### src/rtl/frog_pkg.sv
// frog_pkg: direction indices, default timing constants and a sizing helper for the frog move conditioner
package frog_pkg;

    localparam int DIR_LEFT  = 0;
    localparam int DIR_DOWN  = 1;
    localparam int DIR_UP    = 2;
    localparam int DIR_RIGHT = 3;

    localparam int DEBOUNCE_CYCLES_DEF      = 250000;
    localparam int REPEAT_EN_DEF            = 1;
    localparam int REPEAT_DELAY_CYCLES_DEF  = 12500000;
    localparam int REPEAT_PERIOD_CYCLES_DEF = 5000000;

    function automatic int imax(input int a, input int b);
        return (a > b) ? a : b;
    endfunction

endpackage

### src/rtl/switch_debounce_repeat.sv
// switch_debounce_repeat: one switch channel - synchroniser, counter debounce, press pulse, hold auto-repeat
module switch_debounce_repeat
    import frog_pkg::*;
#(
    parameter int DEBOUNCE_CYCLES      = DEBOUNCE_CYCLES_DEF,
    parameter int REPEAT_EN            = REPEAT_EN_DEF,
    parameter int REPEAT_DELAY_CYCLES  = REPEAT_DELAY_CYCLES_DEF,
    parameter int REPEAT_PERIOD_CYCLES = REPEAT_PERIOD_CYCLES_DEF
) (
    input  logic clk,
    input  logic rst_n,
    input  logic sw,
    output logic pulse
);

    localparam int DW = $clog2(DEBOUNCE_CYCLES + 1);
    localparam int HW = $clog2(imax(REPEAT_DELAY_CYCLES, REPEAT_PERIOD_CYCLES) + 1);
    localparam logic [DW-1:0] DB_LAST  = DW'(DEBOUNCE_CYCLES - 1);
    localparam logic [HW-1:0] DLY_LAST = HW'(REPEAT_DELAY_CYCLES - 1);
    localparam logic [HW-1:0] PER_LAST = HW'(REPEAT_PERIOD_CYCLES - 1);

    if (DEBOUNCE_CYCLES < 1 || REPEAT_DELAY_CYCLES < 1 || REPEAT_PERIOD_CYCLES < 1) begin : g_param_check
        $error("switch_debounce_repeat: all cycle parameters must be >= 1");
    end

    logic          s1, s2, stable, press, rpt, first;
    logic          db_done, hold_hit;
    logic [DW-1:0] db_cnt;
    logic [HW-1:0] hold_cnt;

    // terminal-count decodes; a repeat never fires on the edge that flips the debounced state
    always_comb begin
        db_done  = (s2 != stable) && (db_cnt == DB_LAST);
        hold_hit = (REPEAT_EN != 0) && stable && !db_done && (hold_cnt == (first ? DLY_LAST : PER_LAST));
    end

    // two-flop synchroniser, then debounce: count consecutive disagreeing cycles, flip on the terminal one
    always_ff @(posedge clk or negedge rst_n) begin
        if (!rst_n) begin
            s1     <= 1'b0;
            s2     <= 1'b0;
            stable <= 1'b0;
            db_cnt <= '0;
            press  <= 1'b0;
        end else begin
            s1    <= sw;
            s2    <= s1;
            press <= db_done && s2;
            if (s2 == stable) begin
                db_cnt <= '0;
            end else if (db_done) begin
                stable <= s2;
                db_cnt <= '0;
            end else begin
                db_cnt <= db_cnt + 1'b1;
            end
        end
    end

    // hold timer: restarts at the press, first interval is the delay, later ones the period
    always_ff @(posedge clk or negedge rst_n) begin
        if (!rst_n) begin
            hold_cnt <= '0;
            first    <= 1'b1;
            rpt      <= 1'b0;
        end else begin
            rpt <= hold_hit;
            if (!stable || db_done || REPEAT_EN == 0) begin
                hold_cnt <= '0;
                first    <= 1'b1;
            end else if (hold_hit) begin
                hold_cnt <= '0;
                first    <= 1'b0;
            end else begin
                hold_cnt <= hold_cnt + 1'b1;
            end
        end
    end

    assign pulse = press | rpt;

endmodule

### src/rtl/frog_move_conditioner.sv
// frog_move_conditioner: four debounced/auto-repeating switch channels with opposing-pair suppression
module frog_move_conditioner
    import frog_pkg::*;
#(
    parameter int DEBOUNCE_CYCLES      = DEBOUNCE_CYCLES_DEF,
    parameter int REPEAT_EN            = REPEAT_EN_DEF,
    parameter int REPEAT_DELAY_CYCLES  = REPEAT_DELAY_CYCLES_DEF,
    parameter int REPEAT_PERIOD_CYCLES = REPEAT_PERIOD_CYCLES_DEF
) (
    input  logic i_Clk,
    input  logic reset_n,
    input  logic i_Switch_1,
    input  logic i_Switch_2,
    input  logic i_Switch_3,
    input  logic i_Switch_4,
    output logic o_Move_Left,
    output logic o_Move_Down,
    output logic o_Move_Up,
    output logic o_Move_Right
);

    logic [3:0] raw, pend, keep, move;
    logic       ud, lr;

    assign raw = {i_Switch_4, i_Switch_3, i_Switch_2, i_Switch_1};

    for (genvar g = 0; g < 4; g++) begin : g_ch
        switch_debounce_repeat #(
            .DEBOUNCE_CYCLES     (DEBOUNCE_CYCLES),
            .REPEAT_EN           (REPEAT_EN),
            .REPEAT_DELAY_CYCLES (REPEAT_DELAY_CYCLES),
            .REPEAT_PERIOD_CYCLES(REPEAT_PERIOD_CYCLES)
        ) u_ch (
            .clk  (i_Clk),
            .rst_n(reset_n),
            .sw   (raw[g]),
            .pulse(pend[g])
        );
    end

    // same-cycle opposing pulses cancel each other; orthogonal ones pass untouched
    always_comb begin
        ud              = pend[DIR_UP] & pend[DIR_DOWN];
        lr              = pend[DIR_LEFT] & pend[DIR_RIGHT];
        keep            = pend;
        keep[DIR_UP]    = pend[DIR_UP] & ~ud;
        keep[DIR_DOWN]  = pend[DIR_DOWN] & ~ud;
        keep[DIR_LEFT]  = pend[DIR_LEFT] & ~lr;
        keep[DIR_RIGHT] = pend[DIR_RIGHT] & ~lr;
    end

    // output register
    always_ff @(posedge i_Clk or negedge reset_n) begin
        if (!reset_n) move <= '0;
        else          move <= keep;
    end

    assign o_Move_Left  = move[DIR_LEFT];
    assign o_Move_Down  = move[DIR_DOWN];
    assign o_Move_Up    = move[DIR_UP];
    assign o_Move_Right = move[DIR_RIGHT];

endmodule

### config.mk
export PLATFORM = sky130hd
export DESIGN_NAME = frog_move_conditioner
export DESIGN_NICKNAME = d
export VERILOG_FILES = /design/src/rtl/frog_pkg.sv /design/src/rtl/switch_debounce_repeat.sv /design/src/rtl/frog_move_conditioner.sv
export SDC_FILE = /design/constraint.sdc
export NUM_CORES = 1
export LEC_CHECK = 0
export CAP_MARGIN = 30
export CORE_MARGIN = 10
export CORE_UTILIZATION = 55
export DETAILED_ROUTE_END_ITERATION = 10
export GPL_ROUTABILITY_DRIVEN = 0
export PLACE_DENSITY = 0.71
export SLEW_MARGIN = 25
export SYNTH_ARGS = -nofsm -noshare
export SYNTH_HDL_FRONTEND = slang
export SYNTH_SLANG_ARGS = --single-unit
export TNS_END_PERCENT = 30
### constraint.sdc
create_clock -name i_Clk -period 2.55 [get_ports i_Clk]
set_input_delay 0.765 -clock i_Clk [delete_from_list [all_inputs] [get_ports i_Clk]]
set_output_delay 0.765 -clock i_Clk [all_outputs]
set_load 0.01 [all_outputs]
==> impl_metrics.env, run 1 <==
export IMPL_run_status="completed"
export IMPL_reg2reg_setup_slack_ns=0.31
export IMPL_cts_num_sinks=196
export IMPL_mostFrequentLayoutCells="sky130_fd_sc_hd__dfrtp_1 (192), sky130_fd_sc_hd__xor2_1 (60), sky130_fd_sc_hd__nor2_1 (60)"
export IMPL_grt_first_pass_wirelength_mm=34.4
export IMPL_area_delta_synth_final_pct=10.5
export IMPL_core_mm2=0.0174
export IMPL_endpoint_kind="flop"
export IMPL_ir_drop_v=0.000485
export IMPL_route_detailed_drc=0
export IMPL_worstSetupPathType="flop to flop"
export IMPL_fin_setup_tns_ns=0
export IMPL_ant_nets=0
export IMPL_max_clock_freq_mhz=445
export IMPL_placementRows=48
export IMPL_layout_worst_path_cycle_share=0.880
export IMPL_routed_via_density=6.05
export IMPL_cts_repair_resize_count=0
export IMPL_ant_cells=0
export IMPL_p_leak_nw=4.13
export IMPL_timing_hold_violations_final=0
export IMPL_yosys_warnings=0
export IMPL_number_of_setup_buffers_added_after_cts=0
export IMPL_power_density_mw_per_mm2=547
export IMPL_final_nets=997
export IMPL_globalRoute_totalOverflow=0
export IMPL_synth_avg_cell_area_um2=10.2
export IMPL_post_route_cells_drive_above_1_share=0.0894
export IMPL_wl_per_cell_um=15.5
export IMPL_die_height_um=154
export IMPL_worstPathMaxFanout=26
export IMPL_maximum_number_of_pins_on_one_net_before_global_route_repair=53
export IMPL_post_route_min_period_ns=2.24
export IMPL_number_of_detailed_routing_iterations_run_before_antenna_repair=4
export IMPL_root_buffer="sky130_fd_sc_hd__clkbuf_16"
export IMPL_h_tree_depth=4
export IMPL_synthesis_area_mm2=0.00984
export IMPL_grt_total_usage=0.168
export IMPL_worst_clock_skew_ns=0.0122
export IMPL_tritoncts_num_buffers=17
export IMPL_path_clk_slew_ns=0.07
export IMPL_finalSetupViolations=0
export IMPL_maxSlewViolCount=0
export IMPL_worstPathRequired_ns=2.91
export IMPL_timing_hold_worst_class="input pin to async pin"
export IMPL_worstSkewPairLatency_ns=0.43
export IMPL_yosys_reg_bits=196
export IMPL_post_place_ws_ns=0.310
export IMPL_layout_cells_most_common="sky130_fd_sc_hd__dfrtp_1"
export IMPL_type_of_element_launching_the_critical_path="flop"
export IMPL_synth_flop_cell="sky130_fd_sc_hd__dfrtp_1"
export IMPL_detailedPlacementHpwl_mm=12.6
export IMPL_synth_yosys_seq_area_share=0.499
export IMPL_totalWireLength_mm=19.0
export IMPL_worst_endpoint_arrival_ns=2.60
export IMPL_cap_violations=0
export IMPL_port_buffers=9
export IMPL_start_util=0.565
export IMPL_nFillCells=1429
export IMPL_drtIter0Drc=337
export IMPL_cts_hold_buf=0
export IMPL_timing_final_ws_setup_ns=0.305
export IMPL_async_flop_share=1.00
export IMPL_clk_path_buf_depth=2
export IMPL_grt_antenna_before_repair=0
export IMPL_synth_cell_types=58
export IMPL_rsz0062_at_grt="false"
export IMPL_design_power_total_mw=5.95
export IMPL_boundaryPins=10
export IMPL_via_count_of_the_first_global_routing_pass=7152
export IMPL_slew_margin_rel=0.621
export IMPL_tritoncts="yes"
export IMPL_syn_nets=979
export IMPL_floorplan_die_width_um=154
export IMPL_detailroute_via_count=7381
export IMPL_synth_enable_flop_cells=0
export IMPL_tightest_slew_ns=0.564
export IMPL_die_area_mm2=0.0236
export IMPL_synthCells=965
path summary, 6_finish.rpt:
kind,from,to,cells past startpoint
max,g_ch[0].u_ch.db_cnt[0],g_ch[0].u_ch.first,6
min,reset_n,g_ch[3].u_ch.db_cnt[16],1
min reg2reg,g_ch[1].u_ch.s1,g_ch[1].u_ch.s2,0
max reg2reg,g_ch[0].u_ch.db_cnt[0],g_ch[0].u_ch.first,6
max in group asynchronous,reset_n,g_ch[2].u_ch.first,2
min in group i_Clk,g_ch[1].u_ch.s1,g_ch[1].u_ch.s2,0
kinds of logic after synthesis:
kind of cell               after synthesis  synth area share
and+or+nand+nor                        462             0.274
xor gates and xnor gates                93            0.0828
AOI/OAI and AO/OA                      147             0.106
DFF                                    196             0.499
muxes                                    5           0.00560
adders and majority gates                8            0.0102
buffers and inverters                   54            0.0232
stage by stage:
stage | util | cells | hold WS (ns) | cell area [um^2]
2_1_floorplan | - | 965 | 0.331 | 9840
3_3_place_gp | 0.590 | 1189 | 0.334 | 10300
3_5_place_dp | 0.590 | 1189 | 0.337 | 10300
4_1_cts | 0.624 | 1221 | 0.286 | 10900
5_1_grt | 0.624 | 1221 | 0.294 | 10900
6_report | 0.624 | 1221 | 0.281 | 10900
cells in the mapped netlist, drive strengths merged, types with 9 or more instances:
| master | n | share of area |
|---|---|---|
| a211oi | 44 | 0.034 |
| a21oi | 20 | 0.010 |
| and3 | 15 | 0.0095 |
| and4 | 24 | 0.021 |
| buf | 13 | 0.0074 |
| clkbuf | 21 | 0.0081 |
| dfrtp | 192 | 0.49 |
| inv | 20 | 0.0076 |
| nand2 | 52 | 0.020 |
| nand3 | 57 | 0.030 |
| nand4 | 54 | 0.035 |
| nor2 | 60 | 0.023 |
| nor3 | 57 | 0.029 |
| nor3b | 9 | 0.0069 |
| nor4 | 11 | 0.0070 |
| nor4b | 16 | 0.014 |
| o21ai | 41 | 0.021 |
| o31ai | 27 | 0.023 |
| or3 | 39 | 0.025 |
| or4 | 34 | 0.026 |
| xnor2 | 33 | 0.029 |
| xor2 | 60 | 0.053 |
report_power, final:
group | internal, mW | switching [mW]
Clock | 1.43 | 1.24
Sequential | 3.13 | 0.0221
Combinational | 0.0369 | 0.0902
flip-flops by register name, indices dropped and copies added, names as in the netlist:
register and cells:
g_ch.u_ch.s2 4, g_ch.u_ch.stable 4, move 4, g_ch.u_ch.rpt 4
g_ch.u_ch.first 4, g_ch.u_ch.press 4, g_ch.u_ch.hold_cnt 96, g_ch.u_ch.db_cnt 72
g_ch.u_ch.s1 4
metal layers:
layer,GRT usage,wire (um)
met5,0,0
met3,0.0360,410
met2,0.262,8890
met4,0.0396,163
met1,0.234,9500
cell type report:
class / instances / area (um^2) / share of cell area
clock buffers: 19 / 453 / 0.0417
clock inverters: 13 / 138 / 0.0127
repair buffers: 33 / 299 / 0.0275
well taps: 225 / 282 / 0.0259
inverters: 20 / 75.1 / 0.00690
flip-flops and latches: 196 / 4910 / 0.452
multi-input cells: 715 / 4720 / 0.434
worst max-delay path, stage by stage (launching register included):
cell and delay, ns:
sky130_fd_sc_hd__dfrtp_1 0.40, sky130_fd_sc_hd__ha_1 0.21, sky130_fd_sc_hd__and3_1 0.23, sky130_fd_sc_hd__or4b_2 0.67, sky130_fd_sc_hd__o31ai_4 0.19, sky130_fd_sc_hd__buf_4 0.31, sky130_fd_sc_hd__o21bai_1 0.16
(Power assumes the default switching activity.)
==> run 2: changes to the inputs <==
- ABC_AREA: default -> 1
- CAP_MARGIN: 30 -> 10
- clock period: 2.55 -> 2.85 ns (I/O delays scaled with it)
==> impl_metrics.env, run 2 <==
export IMPL_run_status="completed"
export IMPL_synth_avg_cell_area_um2=7.55
export IMPL_boundaryPins=10
export IMPL_layout_worst_path_cycle_share=0.750
export IMPL_grt_antenna_before_repair=0
export IMPL_reg_largest_list="g_ch.u_ch.hold_cnt (96), g_ch.u_ch.db_cnt (72)"
export IMPL_rsz0062_at_grt="false"
export IMPL_maximum_number_of_pins_on_one_net_before_global_route_repair=78
export IMPL_critPathTopFamily="buffers and inverters"
export IMPL_path_clk_slew_ns=0.07
export IMPL_synthesis_area_mm2=0.0106
export IMPL_worstSetupStartpoint="move[3]"
export IMPL_cts_hold_buf=0
export IMPL_post_route_min_period_ns=2.14
export IMPL_cts_num_sinks=196
export IMPL_syn_nets=1421
export IMPL_synth_yosys_seq_area_share=0.462
export IMPL_type_of_element_launching_the_critical_path="flop"
export IMPL_layout_cells_most_common="sky130_fd_sc_hd__nor2_1"
export IMPL_placementRows=50
export IMPL_final_cell_area_mm2=0.0117
export IMPL_worstPathRequired_ns=2.00
export IMPL_most_area_consuming_cells_after_synthesis="sky130_fd_sc_hd__dfrtp_1 (45%), sky130_fd_sc_hd__nor2_1 (13%), sky130_fd_sc_hd__nand2_1 (10%), sky130_fd_sc_hd__inv_1 (6.1%), sky130_fd_sc_hd__xor2_1 (5.5%)"
export IMPL_globalRoute_totalOverflow=0
export IMPL_worstPathMaxFanout=1
export IMPL_tightest_slew_ns=0.658
export IMPL_reg2reg_to="g_ch[3].u_ch.db_cnt[15]"
export IMPL_max_ffs_per_register=96
export IMPL_grt_total_usage=0.169
export IMPL_area_delta_synth_final_pct=9.86
export IMPL_die_area_mm2=0.0253
export IMPL_worstReg2RegStart="g_ch[3].u_ch.db_cnt[0]"
export IMPL_p_leak_nw=4.93
export IMPL_root_buffer="sky130_fd_sc_hd__clkbuf_16"
export IMPL_number_of_setup_buffers_added_after_cts=0
export IMPL_number_of_detailed_routing_iterations_run_before_antenna_repair=4
export IMPL_slew_margin_rel=0.561
export IMPL_worst_r2r_cell_count=8
export IMPL_detailedPlacementHpwl_mm=15.3
export IMPL_endpoint_worst_hold="g_ch[2].u_ch.s2"
export IMPL_fin_setup_tns_ns=0
export IMPL_synth_enable_flop_cells=0
export IMPL_ir_drop_v=0.000443
export IMPL_tritoncts_num_buffers=17
export IMPL_critical_path_n_buffers_inverters=1
export IMPL_timing_hold_worst_class="flop to flop"
export IMPL_route_detailed_drc=0
export IMPL_endpoint_kind="output pin"
export IMPL_port_buffers=9
export IMPL_critical_path_max_stage_delay_ns=0.54
export IMPL_power_density_mw_per_mm2=457
export IMPL_synth_top_cells_by_count="sky130_fd_sc_hd__nor2_1 (360), sky130_fd_sc_hd__nand2_1 (297), sky130_fd_sc_hd__dfrtp_1 (192), sky130_fd_sc_hd__inv_1 (173), sky130_fd_sc_hd__nand3_1 (88)"
export IMPL_detailroute_via_count=8628
export IMPL_maxSlewViolCount=0
export IMPL_nFillCells=1695
export IMPL_synth_most_common_cell="sky130_fd_sc_hd__nor2_1"
export IMPL_routed_via_density=5.06
export IMPL_cap_violations=0
export IMPL_yosys_warnings=0
export IMPL_final_cells=1706
export IMPL_totalWireLength_mm=20.9
export IMPL_grt_first_pass_wirelength_mm=37.1
export IMPL_core_mm2=0.0188
export IMPL_post_route_cells_drive_above_1_share=0.0636
export IMPL_yosys_area_top_type_share=0.452
export IMPL_timing_hold_violations_final=0
export IMPL_synth_flop_cell="sky130_fd_sc_hd__dfrtp_1"
export IMPL_cts_repair_resize_count=0
export IMPL_drtIter0Drc=544
export IMPL_worstSkewPairLatency_ns=0.43
export IMPL_yosys_reg_bits=196
export IMPL_floorplan_die_width_um=159
export IMPL_wl_per_cell_um=12.3
export IMPL_die_height_um=159
export IMPL_mostFrequentLayoutCells="sky130_fd_sc_hd__nor2_1 (360), sky130_fd_sc_hd__nand2_1 (297), sky130_fd_sc_hd__dfrtp_1 (192)"
export IMPL_via_count_of_the_first_global_routing_pass=8227
export IMPL_reg2reg_setup_slack_ns=1.06
export IMPL_finalSetupViolations=0
export IMPL_worstSetupPathType="flop to output pin"
export IMPL_instance_count_along_the_most_critical_hold_path=0
export IMPL_worst_clock_skew_ns=0.00845
export IMPL_place_area_mm2=0.0111
export IMPL_worstHoldStart="g_ch[2].u_ch.s1"
export IMPL_ant_cells=0
export IMPL_post_route_util=0.620
export IMPL_synthCells=1407
export IMPL_max_clock_freq_mhz=468
export IMPL_crit_path_top_delay_cell="sky130_fd_sc_hd__clkdlybuf4s50_1"
export IMPL_ant_nets=0
export IMPL_placedCellCount=1675
export IMPL_clk_path_buf_depth=2
export IMPL_h_tree_depth=4
export IMPL_tritoncts="yes"
export IMPL_async_flop_share=1.00
export IMPL_start_util=0.564
export IMPL_final_nets=1448
export IMPL_worstPathCellList="clkdlybuf4s50_1"
export IMPL_synth_cell_types=38
export IMPL_largest_register="g_ch.u_ch.hold_cnt"
export IMPL_worst_endpoint_arrival_ns=1.28
export IMPL_synth_top_cell_by_area="sky130_fd_sc_hd__dfrtp_1"
==> run 2: cell types whose count changed in the layout (fill, tap and decap cells not counted), sizes merged, moves of 16 or more <==
| cell | previous run | this run |
|---|---|---|
| a211oi | 44 | 5 |
| and4 | 24 | 0 |
| buf | 24 | 6 |
| inv | 27 | 179 |
| nand2 | 52 | 317 |
| nand3 | 57 | 90 |
| nand4 | 54 | 34 |
| nor2 | 60 | 380 |
| nor4b | 16 | 0 |
| o21ai | 41 | 18 |
| o31ai | 27 | 0 |
| or3 | 39 | 0 |
| or4 | 34 | 0 |
| xnor2 | 33 | 11 |
==> run 2: cell families (layout without fill, tap and decap cells) <==
group           Yosys count  after routing  synth area share
simple gates            890            890             0.365
xor+xnor                 78             78            0.0643
flops                   196            196             0.462
compound gates           52             52            0.0300
fa+ha+maj                 8              8           0.00943
buf+inv                 183            222            0.0686
==> run 2: cell type report <==
class                      count  area [um^2]  area share
clock buffer                  21          460      0.0395
clock inverter                10          123      0.0105
inverter                     176          666      0.0571
multi-input combinational   1028         4980       0.427
sequential                   196         4910       0.421
tap                          260          325      0.0279
timing repair buffer          15          201      0.0173
==> run 2: metrics by stage <==
stage / setup slack (ns) / total power [mW] / hold slack (ns)
finish: 0.711 / 5.33 / 0.351
global route: 0.666 / 5.56 / 0.357
CTS: 0.681 / 5.41 / 0.354
detailed placement: 1.07 / 3.00 / 0.337
global placement: 1.13 / 3.00 / 0.333
floorplan: 1.35 / 2.91 / 0.331
==> run 2: metal layers <==
| metal | vias to the layer above | routed length [um] | global-route usage |
|---|---|---|---|
| met2 | 163 | 9610 | 0.269 |
| met1 | 3985 | 10200 | 0.229 |
| met3 | 19 | 870 | 0.0330 |
| li1 | 4461 | - | - |
| met4 | 0 | 245 | 0.0514 |
| met5 | - | 0 | 0 |
==> run 2: worst max path at each step <==
| stage | slack (ns) | to | cells after the start |
|---|---|---|---|
| floorplan | 1.35 | g_ch[1].u_ch.hold_cnt[12] | 9 |
| global placement | 1.13 | g_ch[3].u_ch.db_cnt[16] | 8 |
| detailed placement | 1.07 | g_ch[3].u_ch.db_cnt[15] | 8 |
| CTS | 0.68 | o_Move_Right | 1 |
| global route | 0.67 | o_Move_Right | 1 |
| finish | 0.71 | o_Move_Right | 1 |
==> run 2: report_power, final <==
group          switching, mW  internal (mW)  total [mW]
clock network           1.04           1.35        2.39
logic                 0.0906         0.0385       0.129
registers             0.0153           2.80        2.82
total                   1.15           4.18        5.33
